--- config.mk ---
export PLATFORM = sky130hd
export DESIGN_NAME = lifo
export DESIGN_NICKNAME = d
export VERILOG_FILES = /design/src/rtl/lifo.sv
export SDC_FILE = /design/constraint.sdc
export NUM_CORES = 1
export LEC_CHECK = 0
export ABC_AREA = 1
export CORE_ASPECT_RATIO = 1.75
export CORE_MARGIN = 2
export CORE_UTILIZATION = 56
export CTS_BUF_LIST = sky130_fd_sc_hd__clkbuf_4 sky130_fd_sc_hd__clkbuf_8 sky130_fd_sc_hd__clkbuf_16
export DETAILED_ROUTE_END_ITERATION = 10
export DONT_BUFFER_PORTS = 1
export PLACE_DENSITY = 0.76
export REMOVE_ABC_BUFFERS = 1
export SETUP_SLACK_MARGIN = 0.2
export SYNTH_ARGS = -nofsm -noshare
export SYNTH_HDL_FRONTEND = slang
export SYNTH_SLANG_ARGS = --single-unit
--- constraint.sdc ---
create_clock -name clk -period 1.7 [get_ports clk]
set_input_delay 0.085 -clock clk [delete_from_list [all_inputs] [get_ports clk]]
set_output_delay 0.085 -clock clk [all_outputs]
set_load 0.05 [all_outputs]
--- src/rtl/lifo.sv ---
// lifo: single-clock last-in/first-out stack with a registered pop port and a full flag.
// Define LIFO_EMPTY_EN to add an `empty` output decoded from the occupancy counter.
module lifo #(
   parameter int WIDTH = 10,
   parameter int DEPTH = 4
) (
   input  logic             clk,
   input  logic             reset,
   input  logic             write,
   input  logic [WIDTH-1:0] datain,
   input  logic             read,
   output logic [WIDTH-1:0] dataout,
   output logic             val,
   output logic             full
`ifdef LIFO_EMPTY_EN
   ,
   output logic             empty
`endif
);

   localparam int CW = $clog2(DEPTH + 1);
   localparam int AW = (DEPTH > 1) ? $clog2(DEPTH) : 1;

   logic [WIDTH-1:0] mem [DEPTH];
   logic [CW-1:0]    cnt;
   logic [CW-1:0]    cnt_m1;
   logic [AW-1:0]    wr_addr;
   logic [AW-1:0]    rd_addr;
   logic             push_ok;
   logic             pop_ok;
   logic             bypass;

   // Flow control: there is no ready. A push offered while full is silently
   // dropped; dataout is meaningful only in the cycle where val is high.
   assign cnt_m1  = cnt - CW'(1);
   assign wr_addr = cnt[AW-1:0];
   assign rd_addr = cnt_m1[AW-1:0];
   assign bypass  = write && read;
   assign push_ok = write && !read && !full;
   assign pop_ok  = read && !write && (cnt != '0);

   assign full = (cnt == CW'(DEPTH));
`ifdef LIFO_EMPTY_EN
   assign empty = (cnt == '0);
`endif

   always_ff @(posedge clk) begin
      if (!reset) begin
         cnt     <= '0;
         dataout <= '0;
         val     <= 1'b0;
      end else begin
         val <= 1'b0;
         if (bypass) begin
            dataout <= datain;
            val     <= 1'b1;
         end else if (push_ok) begin
            cnt <= cnt + CW'(1);
         end else if (pop_ok) begin
            dataout <= mem[rd_addr];
            cnt     <= cnt_m1;
            val     <= 1'b1;
         end
      end
   end

   // Storage is written only on an accepted push, so an idle datain never lands in the array.
   always_ff @(posedge clk) begin
      if (reset && push_ok) begin
         mem[wr_addr] <= datain;
      end
   end

endmodule

==> impl_metrics.json <==
{
  "worst_setup_hold_path_clk_slew_ns": 0.09,
  "share_of_the_yosys_chip_area_belonging_to_registers_pct": 63.8,
  "layout_cells_sized_above_1_pct": 21.0,
  "timing.max_slew.rel_slack_pct": 68.4,
  "fp-row-count": 31,
  "setup_viol": 0,
  "synth.top_cells.by_area": "edfxtp_1 52%, dfxtp_1 12%, nand3_1 9.7%, nand2_1 9.4%, inv_1 3.9%",
  "num_io_pins": 26,
  "grt_setup_unrepaired": "yes",
  "synthToLayoutAreaGrowth_pct": 28.1,
  "cts_sinks": 54,
  "cp-end-kind": "register",
  "final_net_count": 295,
  "tritoncts.num_buffers": 5,
  "ffs_latches_synth": 54,
  "synthesis.area_um2": 2320,
  "synth-edff-count": 40,
  "grt_remaining_overflow": 0,
  "total_number_of_vias": 1840,
  "cts_tree": "yes",
  "synth_top_cell_by_area": "edfxtp_1",
  "filler_cell_count": 282,
  "vias_in_the_first_global_route": 1684,
  "clock-skew-final_ns": 0.00891,
  "vias_per_cell": 5.66,
  "vdd_ir_drop_max_v": 0.000872,
  "wl_um": 5600,
  "pin_count_of_the_biggest_net_entering_global_routing": 23,
  "grt_antenna_before_repair": 0,
  "count_of_input_and_output_buffers": 0,
  "count_of_yosys_warnings_during_synthesis": 0,
  "synth_top_cells_by_count": "58 x nand2_1, 45 x nand3_1, 40 x edfxtp_1, 24 x inv_1",
  "fin_crit_ns": 1.54,
  "drt_iter0_markers": 50,
  "final_routed_drc_violation_total": 0,
  "drt-wirelength-per-cell_um": 17.2,
  "finish.instance_area_um2": 2980,
  "cts_root_buffer": "clkbuf_8",
  "clockBufferDepth": 2,
  "synth_top_flop_cell": "edfxtp_1",
  "timing_worst_slew_pin_value_ns": 0.473,
  "cp.arrival_ns": 1.56,
  "worstSetupStartpointType": "register",
  "clock_tree.htree_level_count": 2,
  "final_hold_viol_count": 0,
  "outcome": "finished clean",
  "synthMostInstantiatedCell": "nand2_1",
  "sequential_cell_area_um2": 1490,
  "postPlaceCellArea_um2": 2500,
  "combined_global_route_utilization_of_all_metal_layers_pct": 24.3,
  "detailedRoute.firstPassIterationCount": 4,
  "worst-setup-path-type": "reg2reg",
  "gpl.final_weighted_congestion": 0.798,
  "die_width_um": 52.7,
  "floorplan.die_area_um2": 4700,
  "fp.coreArea_um2": 4070,
  "floorplan.die.height_um": 89.2,
  "multi_input_area_um2": 754,
  "hp-class": "in2reg",
  "initial_core_util_pct": 57.1,
  "power.leakage_nw": 1.24,
  "post_synth_top_area_share_pct": 51.7,
  "crit_required_ns": 1.72,
  "critPathMaxFanout": 5,
  "clock_latency_of_the_later_clocked_register_in_the_worst_skew_pair_ns": 0.30,
  "syn_avg_cell_area_um2": 9.93,
  "powerDensity_nw_per_um2": 1250,
  "postSynthCellCount": 234,
  "fmax_mhz": 649,
  "drt.antenna.violating_nets": 0,
  "instances_no_fill": 325,
  "final_max_slew_viols": 0,
  "cap_violations": 0,
  "dp_cells": 292,
  "dp.final_hpwl_um": 3130,
  "power.total_mw": 3.71,
  "ffs_w_async_s_r_synth_pct": 0,
  "hold_slack_ns": 0.0183,
  "global_route_wire_length_before_repair_um": 8090,
  "final.period_utilization_pct": 90.7,
  "antenna-diode-count": 0,
  "synth.lib_cells_used.distinct": 15
}
## cell usage in the layout, fill, tap and decap left out, drive strengths merged
| master | count |
|---|---|
| dlygate4sd3 | 13 |
| o21ai | 10 |
| bufinv | 1 |
| nor2 | 5 |
| clkbuf | 6 |
| dfxtp | 14 |
| a21oi | 14 |
| buf | 33 |
| clkinv | 2 |
| inv | 24 |
| nand4 | 4 |
| edfxtp | 40 |
| nand2 | 59 |
| ha | 6 |
| nand3 | 45 |
## metrics by stage
step / setup TNS, ns / util, % / worst slack (ns)
3_5_place_dp: 0 / 61.4 / 0.143
4_1_cts: 0 / 68.8 / 0.191
2_1_floorplan: -35.86 / - / -0.717
6_report: 0 / 73.1 / 0.158
5_1_grt: 0 / 73.1 / 0.116
3_3_place_gp: 0 / 61.4 / 0.179
## final timing paths
check                                 from          to  slack [ns]  depth (start not counted)
worst max-delay path                cnt[0]   mem[1][7]        0.16                          7
worst min-delay path                  read  dataout[6]        0.02                          4
worst max register to register      cnt[0]   mem[1][7]        0.16                          7
worst min register to register  dataout[6]  dataout[6]        0.53                          2
## where the power goes
| part | leakage (nW) | switching [mW] | internal, mW | total [mW] |
|---|---|---|---|---|
| registers | 0.478 | 0.0613 | 1.53 | 1.59 |
| clock network | 0.0579 | 0.389 | 0.433 | 0.823 |
| logic | 0.701 | 0.814 | 0.481 | 1.29 |
| total | 1.24 | 1.26 | 2.44 | 3.71 |
## routing by layer
layer  routed length [um]  track usage (%)  vias up
met5                    0                0        -
met4                  242             13.5        0
met3                  366             4.35       22
met2                 3080             41.6       90
met1                 1900             28.2      856
li1                     -                -      872
## state kept, by name, summed over array words and instances (netlist names)
name	count
cnt	3
mem	40
val	1
dataout	10
## area by class of cell
cell class / instances / share of cell area (%)
clock inverter: 3 / 1.35
tap: 49 / 2.06
sequential: 54 / 50.0
timing repair buffer: 47 / 15.8
multi-input combinational: 143 / 25.4
inverter: 24 / 3.20
clock buffer: 5 / 2.31
## what timing repair did
action                     4_1_cts  5_1_grt
hold buffers                    12        1
hold endpoints to repair        54       11
resized for setup               16       29
setup endpoints to repair       50       53
gates cloned                     1        4
setup buffers                    3        4
pin swaps                        2        2
## kinds of logic after synthesis
kind of cell	Yosys count	share of synthesized area, %
and+or+nand+nor	113	21.2
DFF	54	63.8
buffers and inverters	37	6.62
AOI/OAI and AO/OA	24	5.17
adders and majority gates	6	3.23
## worst max-delay path, stage by stage, from the launching register on
cell     delay, ns
dfxtp_4       0.40
inv_6         0.05
ha_4          0.15
nand2_2       0.07
nand4_1       0.09
buf_4         0.18
nor2_4        0.16
buf_6         0.15
No activity file was read; power rests on OpenSTA's default activity.
